File: src/rtl/cmlk_multi_gate_seq_if.sv
// ----------------------------------------------------------------------------
// cmlk_multi_gate_seq_if
//   Bundles the run control, configuration inputs and pulse outputs of the
//   multi-channel gate sequencer.
//   master : drives enable, load_param and cfg_*; observes the outputs.
//   slave  : the sequencer itself.
//
//   Handshake: there is no valid/ready pair here. load_param is a one-cycle
//   strobe that is always accepted; cfg_* only need to be stable on the
//   cycle load_param is high. param_pending reports whether a captured
//   shadow set is still waiting to become active.
//
//   dbg_state exposes the sequencer FSM state (0 = IDLE, 1 = RUN).
// ----------------------------------------------------------------------------
interface cmlk_multi_gate_seq_if #(
  parameter int NUM_CH = 4,
  parameter int CNT_W  = 32,
  parameter int DECI_W = 16
);
  logic                    enable;
  logic                    load_param;
  logic [CNT_W-1:0]        cfg_frame_period;
  logic [CNT_W-1:0]        cfg_trig_width;
  logic [CNT_W-1:0]        cfg_laser_period;
  logic [CNT_W-1:0]        cfg_laser_width;
  logic [NUM_CH*CNT_W-1:0] cfg_gate_delay;
  logic [NUM_CH*CNT_W-1:0] cfg_gate_width;
  logic [CNT_W-1:0]        cfg_b_offset;
  logic [7:0]              cfg_step;
  logic [7:0]              cfg_step_m;
  logic [DECI_W-1:0]       cfg_bg_deci_n;

  logic                    trig_pulse;
  logic                    laser_pulse;
  logic [NUM_CH-1:0]       gate_pulse;
  logic [1:0]              frame_type;
  logic                    frame_start;
  logic                    param_pending;
  logic                    dbg_state;

  modport master (
    output enable, load_param,
    output cfg_frame_period, cfg_trig_width, cfg_laser_period, cfg_laser_width,
    output cfg_gate_delay, cfg_gate_width, cfg_b_offset,
    output cfg_step, cfg_step_m, cfg_bg_deci_n,
    input  trig_pulse, laser_pulse, gate_pulse, frame_type,
    input  frame_start, param_pending, dbg_state
  );

  modport slave (
    input  enable, load_param,
    input  cfg_frame_period, cfg_trig_width, cfg_laser_period, cfg_laser_width,
    input  cfg_gate_delay, cfg_gate_width, cfg_b_offset,
    input  cfg_step, cfg_step_m, cfg_bg_deci_n,
    output trig_pulse, laser_pulse, gate_pulse, frame_type,
    output frame_start, param_pending, dbg_state
  );
endinterface

File: src/rtl/cmlk_multi_gate_seq.sv
// ----------------------------------------------------------------------------
// cmlk_multi_gate_seq
//   Frame / laser / multi-channel gate pulse sequencer for a gated camera.
//   A frame counter drives the camera trigger, a free-running laser phase
//   counter drives the laser pulse, and each gate channel opens a window
//   inside every laser period at a programmable delay. The delay can walk
//   forward within a frame, gets an extra offset in B frames, and frames
//   are labelled A / B / background with optional background decimation.
//
// Ports
//   clk  : rising-edge clock
//   rst  : asynchronous active-high reset
//   bus  : cmlk_multi_gate_seq_if.slave (run control, cfg_*, pulse outputs)
//
// All pulse outputs are registered decodes of the counter state, so every
// output for a given count shows up together one cycle after that count.
// ----------------------------------------------------------------------------
module cmlk_multi_gate_seq #(
  parameter int NUM_CH = 4,
  parameter int CNT_W  = 32,
  parameter int DECI_W = 16
) (
  input logic                  clk,
  input logic                  rst,
  cmlk_multi_gate_seq_if.slave bus
);

  typedef enum logic {S_IDLE = 1'b0, S_RUN = 1'b1} state_t;

  localparam logic [1:0] FT_BG = 2'b00;
  localparam logic [1:0] FT_A  = 2'b01;
  localparam logic [1:0] FT_B  = 2'b10;

  typedef struct packed {
    logic [CNT_W-1:0]        frame_period;
    logic [CNT_W-1:0]        trig_width;
    logic [CNT_W-1:0]        laser_period;
    logic [CNT_W-1:0]        laser_width;
    logic [NUM_CH*CNT_W-1:0] gate_delay;
    logic [NUM_CH*CNT_W-1:0] gate_width;
    logic [CNT_W-1:0]        b_offset;
    logic [7:0]              step;
    logic [7:0]              step_m;
    logic [DECI_W-1:0]       bg_deci_n;
  } param_t;

  param_t w_cfg;
  param_t r_shadow;
  param_t r_active;
  logic   r_pending;
  logic   w_xfer;

  state_t r_state;
  state_t w_state_nxt;
  logic   w_run_on;

  logic [CNT_W-1:0]  r_frame_cnt;
  logic [CNT_W-1:0]  r_phase;
  logic [7:0]        r_wrap_cnt;
  logic [CNT_W-1:0]  r_offset;
  logic [DECI_W-1:0] r_bg_cnt;   // frame index modulo (bg_deci_n + 1)
  logic              r_is_b;     // A/B alternation for the current frame

  logic [CNT_W:0]    w_frame_inc;
  logic [CNT_W:0]    w_phase_inc;
  logic [8:0]        w_wrap_inc;
  logic [CNT_W:0]    w_offset_sum;
  logic              w_frame_last;
  logic              w_phase_last;
  logic              w_wrap_last;
  logic              w_is_bg;
  logic              w_laser_on;
  logic [CNT_W-1:0]  w_b_add;
  logic [NUM_CH-1:0] w_gate_hit;

  logic              w_trig_d;
  logic              w_laser_d;
  logic [NUM_CH-1:0] w_gate_d;
  logic [1:0]        w_ftype_d;
  logic              w_fstart_d;

  logic              r_trig_pulse;
  logic              r_laser_pulse;
  logic [NUM_CH-1:0] r_gate_pulse;
  logic [1:0]        r_frame_type;
  logic              r_frame_start;
  logic              r_param_pending;

  // ---------------------------------------------------------------- config
  always_comb begin
    w_cfg              = '0;
    w_cfg.frame_period = bus.cfg_frame_period;
    w_cfg.trig_width   = bus.cfg_trig_width;
    w_cfg.laser_period = bus.cfg_laser_period;
    w_cfg.laser_width  = bus.cfg_laser_width;
    w_cfg.gate_delay   = bus.cfg_gate_delay;
    w_cfg.gate_width   = bus.cfg_gate_width;
    w_cfg.b_offset     = bus.cfg_b_offset;
    w_cfg.step         = bus.cfg_step;
    w_cfg.step_m       = bus.cfg_step_m;
    w_cfg.bg_deci_n    = bus.cfg_bg_deci_n;
  end

  // The shadow set becomes active on the edge that takes the frame counter
  // back to 0, so the first count of the new frame already uses it.
  assign w_xfer = r_pending && ((r_state == S_IDLE) || w_frame_last);

  always_ff @(posedge clk or posedge rst) begin
    if (rst) begin
      r_shadow  <= '0;
      r_active  <= '0;
      r_pending <= 1'b0;
    end else begin
      if (bus.load_param) r_shadow <= w_cfg;
      if (w_xfer)         r_active <= r_shadow;
      // A load on the transfer cycle leaves the newer set still pending.
      if (bus.load_param) r_pending <= 1'b1;
      else if (w_xfer)    r_pending <= 1'b0;
    end
  end

  // ------------------------------------------------------------------- FSM
  always_ff @(posedge clk or posedge rst) begin
    if (rst) r_state <= S_IDLE;
    else     r_state <= w_state_nxt;
  end

  always_comb begin
    w_state_nxt = r_state;
    case (r_state)
      S_IDLE: if (bus.enable && (r_active.frame_period != '0)) w_state_nxt = S_RUN;
      S_RUN:  if (!bus.enable || (r_active.frame_period == '0)) w_state_nxt = S_IDLE;
      default: w_state_nxt = S_IDLE;
    endcase
  end

  assign w_run_on = (r_state == S_RUN) && (w_state_nxt == S_RUN);

  // -------------------------------------------------------------- counters
  assign w_frame_inc  = {1'b0, r_frame_cnt} + (CNT_W+1)'(1);
  assign w_phase_inc  = {1'b0, r_phase} + (CNT_W+1)'(1);
  assign w_wrap_inc   = {1'b0, r_wrap_cnt} + 9'd1;
  assign w_offset_sum = {1'b0, r_offset} + {{(CNT_W+1-8){1'b0}}, r_active.step};
  assign w_frame_last = w_frame_inc >= {1'b0, r_active.frame_period};
  assign w_phase_last = w_phase_inc >= {1'b0, r_active.laser_period};
  assign w_wrap_last  = w_wrap_inc >= {1'b0, r_active.step_m};
  assign w_is_bg      = (r_active.bg_deci_n != '0) && (r_bg_cnt == r_active.bg_deci_n);
  assign w_laser_on   = r_active.laser_period != '0;

  always_ff @(posedge clk or posedge rst) begin
    if (rst) begin
      r_frame_cnt <= '0;
      r_phase     <= '0;
      r_wrap_cnt  <= '0;
      r_offset    <= '0;
      r_bg_cnt    <= '0;
      r_is_b      <= 1'b0;
    end else if (!w_run_on) begin
      r_frame_cnt <= '0;
      r_phase     <= '0;
      r_wrap_cnt  <= '0;
      r_offset    <= '0;
      r_bg_cnt    <= '0;
      r_is_b      <= 1'b0;
    end else if (w_frame_last) begin
      r_frame_cnt <= '0;
      r_phase     <= '0;
      r_wrap_cnt  <= '0;
      r_offset    <= '0;
      r_bg_cnt    <= ((r_active.bg_deci_n == '0) || (r_bg_cnt >= r_active.bg_deci_n))
                     ? '0 : r_bg_cnt + DECI_W'(1);
      // Background frames are skipped by the A/B alternation.
      if (!w_is_bg) r_is_b <= ~r_is_b;
    end else begin
      r_frame_cnt <= w_frame_inc[CNT_W-1:0];
      if (w_phase_last) begin
        r_phase <= '0;
        if (r_active.step_m != 8'd0) begin
          if (w_wrap_last) begin
            r_wrap_cnt <= '0;
            r_offset   <= w_offset_sum[CNT_W] ? '1 : w_offset_sum[CNT_W-1:0];
          end else begin
            r_wrap_cnt <= w_wrap_inc[7:0];
          end
        end
      end else begin
        r_phase <= w_phase_inc[CNT_W-1:0];
      end
    end
  end

  // ----------------------------------------------------------- gate decode
  assign w_b_add = (r_is_b && !w_is_bg) ? r_active.b_offset : '0;

  // Window arithmetic is two bits wider than a count so delay + offset +
  // b_offset + width never wraps; phase < laser_period truncates the window.
  for (genvar gi = 0; gi < NUM_CH; gi++) begin : g_gate
    logic [CNT_W-1:0] w_dly;
    logic [CNT_W-1:0] w_wid;
    logic [CNT_W+1:0] w_start;
    logic [CNT_W+2:0] w_end;
    assign w_dly   = r_active.gate_delay[gi*CNT_W +: CNT_W];
    assign w_wid   = r_active.gate_width[gi*CNT_W +: CNT_W];
    assign w_start = {2'b00, w_dly} + {2'b00, r_offset} + {2'b00, w_b_add};
    assign w_end   = {1'b0, w_start} + {3'b000, w_wid};
    assign w_gate_hit[gi] = ({3'b000, r_phase} >= {1'b0, w_start}) &&
                            ({3'b000, r_phase} < w_end);
  end

  // ---------------------------------------------------------- output decode
  always_comb begin
    w_trig_d   = 1'b0;
    w_laser_d  = 1'b0;
    w_gate_d   = '0;
    w_ftype_d  = FT_BG;
    w_fstart_d = 1'b0;
    if (r_state == S_RUN) begin
      w_trig_d   = r_frame_cnt < r_active.trig_width;
      w_laser_d  = w_laser_on && (r_phase < r_active.laser_width) && !w_is_bg;
      w_gate_d   = w_laser_on ? w_gate_hit : '0;
      w_ftype_d  = w_is_bg ? FT_BG : (r_is_b ? FT_B : FT_A);
      w_fstart_d = r_frame_cnt == '0;
    end
  end

  always_ff @(posedge clk or posedge rst) begin
    if (rst) begin
      r_trig_pulse    <= 1'b0;
      r_laser_pulse   <= 1'b0;
      r_gate_pulse    <= '0;
      r_frame_type    <= FT_BG;
      r_frame_start   <= 1'b0;
      r_param_pending <= 1'b0;
    end else begin
      r_trig_pulse    <= w_trig_d;
      r_laser_pulse   <= w_laser_d;
      r_gate_pulse    <= w_gate_d;
      r_frame_type    <= w_ftype_d;
      r_frame_start   <= w_fstart_d;
      // Delayed like the pulses so it drops on the frame_start cycle.
      r_param_pending <= r_pending;
    end
  end

  assign bus.trig_pulse    = r_trig_pulse;
  assign bus.laser_pulse   = r_laser_pulse;
  assign bus.gate_pulse    = r_gate_pulse;
  assign bus.frame_type    = r_frame_type;
  assign bus.frame_start   = r_frame_start;
  assign bus.param_pending = r_param_pending;
  assign bus.dbg_state     = r_state;

endmodule

File: src/flat_wrapper.sv
// flat-port wrapper written by rule: the top's interface ports become plain ports
module cmlk_multi_gate_seq_flat 
#(
  parameter int NUM_CH = 4,
  parameter int CNT_W  = 32,
  parameter int DECI_W = 16
)
  (clk, rst, bus_enable, bus_load_param, bus_cfg_frame_period, bus_cfg_trig_width, bus_cfg_laser_period, bus_cfg_laser_width, bus_cfg_gate_delay, bus_cfg_gate_width, bus_cfg_b_offset, bus_cfg_step, bus_cfg_step_m, bus_cfg_bg_deci_n, bus_trig_pulse, bus_laser_pulse, bus_gate_pulse, bus_frame_type, bus_frame_start, bus_param_pending, bus_dbg_state);
  cmlk_multi_gate_seq_if #(.NUM_CH(NUM_CH), .CNT_W(CNT_W), .DECI_W(DECI_W)) bus_i ();
  input logic clk;
  input logic rst;
  input wire logic [$bits(bus_i.enable)-1:0] bus_enable;
  input wire logic [$bits(bus_i.load_param)-1:0] bus_load_param;
  input wire logic [$bits(bus_i.cfg_frame_period)-1:0] bus_cfg_frame_period;
  input wire logic [$bits(bus_i.cfg_trig_width)-1:0] bus_cfg_trig_width;
  input wire logic [$bits(bus_i.cfg_laser_period)-1:0] bus_cfg_laser_period;
  input wire logic [$bits(bus_i.cfg_laser_width)-1:0] bus_cfg_laser_width;
  input wire logic [$bits(bus_i.cfg_gate_delay)-1:0] bus_cfg_gate_delay;
  input wire logic [$bits(bus_i.cfg_gate_width)-1:0] bus_cfg_gate_width;
  input wire logic [$bits(bus_i.cfg_b_offset)-1:0] bus_cfg_b_offset;
  input wire logic [$bits(bus_i.cfg_step)-1:0] bus_cfg_step;
  input wire logic [$bits(bus_i.cfg_step_m)-1:0] bus_cfg_step_m;
  input wire logic [$bits(bus_i.cfg_bg_deci_n)-1:0] bus_cfg_bg_deci_n;
  output wire logic [$bits(bus_i.trig_pulse)-1:0] bus_trig_pulse;
  output wire logic [$bits(bus_i.laser_pulse)-1:0] bus_laser_pulse;
  output wire logic [$bits(bus_i.gate_pulse)-1:0] bus_gate_pulse;
  output wire logic [$bits(bus_i.frame_type)-1:0] bus_frame_type;
  output wire logic [$bits(bus_i.frame_start)-1:0] bus_frame_start;
  output wire logic [$bits(bus_i.param_pending)-1:0] bus_param_pending;
  output wire logic [$bits(bus_i.dbg_state)-1:0] bus_dbg_state;
  assign bus_i.enable = bus_enable;
  assign bus_i.load_param = bus_load_param;
  assign bus_i.cfg_frame_period = bus_cfg_frame_period;
  assign bus_i.cfg_trig_width = bus_cfg_trig_width;
  assign bus_i.cfg_laser_period = bus_cfg_laser_period;
  assign bus_i.cfg_laser_width = bus_cfg_laser_width;
  assign bus_i.cfg_gate_delay = bus_cfg_gate_delay;
  assign bus_i.cfg_gate_width = bus_cfg_gate_width;
  assign bus_i.cfg_b_offset = bus_cfg_b_offset;
  assign bus_i.cfg_step = bus_cfg_step;
  assign bus_i.cfg_step_m = bus_cfg_step_m;
  assign bus_i.cfg_bg_deci_n = bus_cfg_bg_deci_n;
  assign bus_trig_pulse = bus_i.trig_pulse;
  assign bus_laser_pulse = bus_i.laser_pulse;
  assign bus_gate_pulse = bus_i.gate_pulse;
  assign bus_frame_type = bus_i.frame_type;
  assign bus_frame_start = bus_i.frame_start;
  assign bus_param_pending = bus_i.param_pending;
  assign bus_dbg_state = bus_i.dbg_state;
  cmlk_multi_gate_seq #(.NUM_CH(NUM_CH), .CNT_W(CNT_W), .DECI_W(DECI_W)) u_core (.clk(clk), .rst(rst), .bus(bus_i));
endmodule
File: config.mk
export PLATFORM = sky130hd
export DESIGN_NAME = cmlk_multi_gate_seq_flat
export DESIGN_NICKNAME = d
export VERILOG_FILES = /design/src/rtl/cmlk_multi_gate_seq_if.sv /design/src/rtl/cmlk_multi_gate_seq.sv /design/src/flat_wrapper.sv
export SDC_FILE = /design/constraint.sdc
export NUM_CORES = 2
export LEC_CHECK = 0
export ABC_AREA = 1
export CAP_MARGIN = 20
export CORE_MARGIN = 5
export CORE_UTILIZATION = 34
export DETAILED_ROUTE_END_ITERATION = 10
export PLACE_DENSITY = 0.57
export SLEW_MARGIN = 25
export SYNTH_ARGS = -nofsm -noshare
export SYNTH_HDL_FRONTEND = slang
export SYNTH_SLANG_ARGS = --single-unit
File: constraint.sdc
create_clock -name clk -period 59.7 [get_ports clk]
set_input_delay 11.94 -clock clk [delete_from_list [all_inputs] [get_ports clk]]
set_output_delay 11.94 -clock clk [all_outputs]
set_load 0.02 [all_outputs]
==> results.json <==
{
  "cp_num_buf_inv": 7,
  "postCtsSetupBuffers": 0,
  "antenna_found_initial": 6,
  "drive_above_1_share_pct": 3.27,
  "drt_iter0_markers": 4960,
  "setup_violations": 0,
  "min_period_ns": 16.20,
  "worstSetupEndpointType": "async pin",
  "fillers": 22500,
  "finalSetupTns_ns": 0,
  "synthCells": 10100,
  "syn2layout_area_growth_pct": 15.9,
  "finalClockSkew_ns": 0.116,
  "initial_core_util_pct": 34.2,
  "startpoint_type": "input pin",
  "finish.instance_area_um2": 85300,
  "crit_path_frequent_cell": "buf_4",
  "cts-root-buf": "clkbuf_16",
  "hold_path.class": "reg2reg",
  "rows": 170,
  "cts_tree": "yes",
  "detail_route.first_pass.iterations": 6,
  "power.density_nw_per_um2": 26.1,
  "syn-cell-area_um2": 73600,
  "cts_num_sinks": 1029,
  "tightestPinTransition_ns": 1.09,
  "cap_violations": 0,
  "post-route-util_pct": 39.7,
  "gp_congestion": 0.928,
  "hpwlAfterDp_mm": 207,
  "wirelength_mm": 264,
  "synthDistinctLibCells": 60,
  "peakVddDrop_mv": 0.0275,
  "slew_viol_final": 0,
  "die_height_um": 475,
  "die_w_um": 475,
  "period_share_pct": 27.1,
  "outcome": "finished, final reports clean",
  "slew_headroom_pct": 27.4,
  "viasPerCell": 5.11,
  "grt-ovfl-total": 0,
  "avgSynthCellArea_um2": 7.26,
  "rsz0062_at_grt": "false",
  "cp_data_required_time_ns": 60.44,
  "htreeDepth": 3,
  "crit_family": "buffers and inverters",
  "worstSetupPathType": "in2async",
  "synth.ff_latch_count": 1029,
  "num_vias": 68900,
  "grt_max_degree": 189,
  "place_area_um2": 81200,
  "clk_pin_slew_ns": 0.06,
  "cp.arrival_ns": 16.94,
  "portBuffers": 462,
  "clock_path_buffers": 3,
  "drc": 0,
  "synthFlopType": "dfrtp_1",
  "critPathMaxStageDelay_ns": 0.82,
  "hp-start": "u_core.r_active[385]",
  "fin_nets": 11800,
  "rr_startpoint": "u_core.r_offset[0]",
  "postRouteAntennaNets": 0,
  "total_power_uw": 2230,
  "cts.repair.resized": 0,
  "synth_edf_count": 0,
  "wl_per_cell_um": 19.6,
  "clock_latency_ns": 0.84,
  "leakage_uw": 0.0457,
  "numCtsBuffers": 117,
  "cts-hold-fix-buffers": 0,
  "final_hold_viol_count": 0,
  "critPathLaunch": "rst",
  "crit_fanout": 105,
  "grt_pass1_vias": 68100,
  "clock.fmax_ghz": 0.0617,
  "seq_area_frac_synth_pct": 35.0,
  "synth-async-reset-ratio_pct": 100,
  "yosysWarnings": 0,
  "fp.dieArea_um2": 226000,
  "io_pins": 463,
  "slowest_stage": "buf_4",
  "core_area_um2": 215000,
  "crit_chain": "clkdlybuf4s50_1, inv_8, buf_4, buf_4, buf_4, buf_6, buf_4",
  "grt_first_pass_wirelength_mm": 398,
  "synth_nets": 11400,
  "grt_usage_pct": 22.7
}
==> kinds of logic after synthesis <==
family	Yosys count	synth area share, %
adders and majority gates	808	13.9
and+or+nand+nor	5452	30.4
AOI/OAI and AO/OA	1203	9.10
xor gates and xnor gates	401	4.77
DFF	1029	35.0
buffers and inverters	1243	6.86
==> per-layer routing <==
layer / GRT usage [%] / wire, µm / share of wire [%]
met3: 2.52 / 12500 / 4.7
met4: 7.69 / 9790 / 3.7
met1: 29.8 / 115000 / 44
met2: 39.0 / 127000 / 48
met5: 0 / 10 / 0.0038
==> worst paths after layout <==
check                      slack [ns]                        to  depth (start not counted)
setup / recovery                43.50      u_core.r_shadow[267]                          7
hold / removal                   0.47      u_core.r_active[385]                          2
setup reg to reg                50.71  u_core.bus.gate_pulse[0]                         44
hold reg to reg                  0.47      u_core.r_active[385]                          2
max in group clk                45.59             bus_dbg_state                          1
min in group asynchronous       11.62      u_core.r_shadow[387]                          2
==> cells in the mapped netlist (13+ instances only) <==
master	number	share of area, %
inv_1	948	4.8
dfrtp_1	1029	35
a21boi_0	29	0.30
clkbuf_1	132	0.67
ha_1	795	14
buf_2	58	0.39
buf_1	50	0.25
xnor2_1	156	1.9
a21o_1	41	0.42
buf_4	19	0.19
nor2_1	639	3.3
nand2_1	3660	19
nor3_1	138	0.94
fa_1	13	0.35
nor4_1	75	0.64
o21ai_1	17	0.12
xor2_1	245	2.9
nand3_1	743	5.1
o21a_1	28	0.29
nand3b_1	37	0.38
o211ai_1	20	0.20
nand4_1	103	0.88
a31oi_1	65	0.55
o21ai_0	274	1.9
a21oi_1	627	4.3
a211oi_1	31	0.32
nor3b_1	15	0.15
o21bai_1	23	0.23
buf_6	30	0.46
==> stage by stage <==
stage               setup slack (ns)  hold WS (ns)  std cells
finish                         43.50         0.468      13500
floorplan                      18.80         0.352      10100
global route                   42.66         0.481      13500
global placement               42.33         0.455      13300
detailed placement             42.23         0.458      13300
CTS                            43.04         0.454      13500
==> cell type report <==
cell class	instances	area (µm²)	area share, %
multi-input cells	7864	42800	50.2
flip-flops and latches	1029	25800	30.2
repair buffers	574	5560	6.52
inverters	953	3590	4.21
well taps	2838	3550	4.16
clock buffers	161	3310	3.88
clock inverters	49	671	0.786
diodes	1	2.50	0.00293
==> registers in the layout (all words and copies together), names as in the netlist, 2 cells and up <==
signal / count
u_core.r_bg_cnt: 16
u_core.bus.gate_pulse: 4
u_core.r_active: 192
u_core.bus.frame_type: 2
u_core.r_phase: 32
u_core.g_gate.w_dly: 128
u_core.r_wrap_cnt: 8
u_core.g_gate.w_wid: 128
u_core.r_offset: 32
u_core.r_shadow: 448
u_core.r_frame_cnt: 32
==> worst min-delay path, delay by kind of cell, from the launching register on <==
kind	cells	cell delay, ns
DFF	1	0.34
and+or+nand+nor	2	0.09
==> power breakdown <==
part	internal, µW	switching, µW
clock	425	316
combinational	238	414
sequential	771	62.9
total	1430	792
==> cells in the final DEF, fill, tap and decap left out, types with 13 or more instances in the layout <==
master           Yosys  layout
ha_1               795     795
clkbuf_1           132      22
o21a_1              28      28
a21oi_1            627     627
buf_4               19     103
inv_1              948     947
nand4_1            103     103
a21o_1              41      41
xnor2_1            156     156
clkinv_2             0      20
o21ai_1             17      17
o211ai_1            20      20
clkdlybuf4s50_1      0     461
nor3b_1             15      15
nand3b_1            37      37
a31oi_1             65      65
nor2_1             639     639
nor4_1              75      75
a21boi_0            29      29
nand2_1           3660    3660
fa_1                13      13
nand3_1            743     742
xor2_1             245     245
nor3_1             138     138
o21ai_0            274     274
o21bai_1            23      23
a211oi_1            31      31
clkbuf_16            0     117
dfrtp_1           1029    1027
clkbuf_8             0      22
No activity file was read; power rests on OpenSTA's default activity.
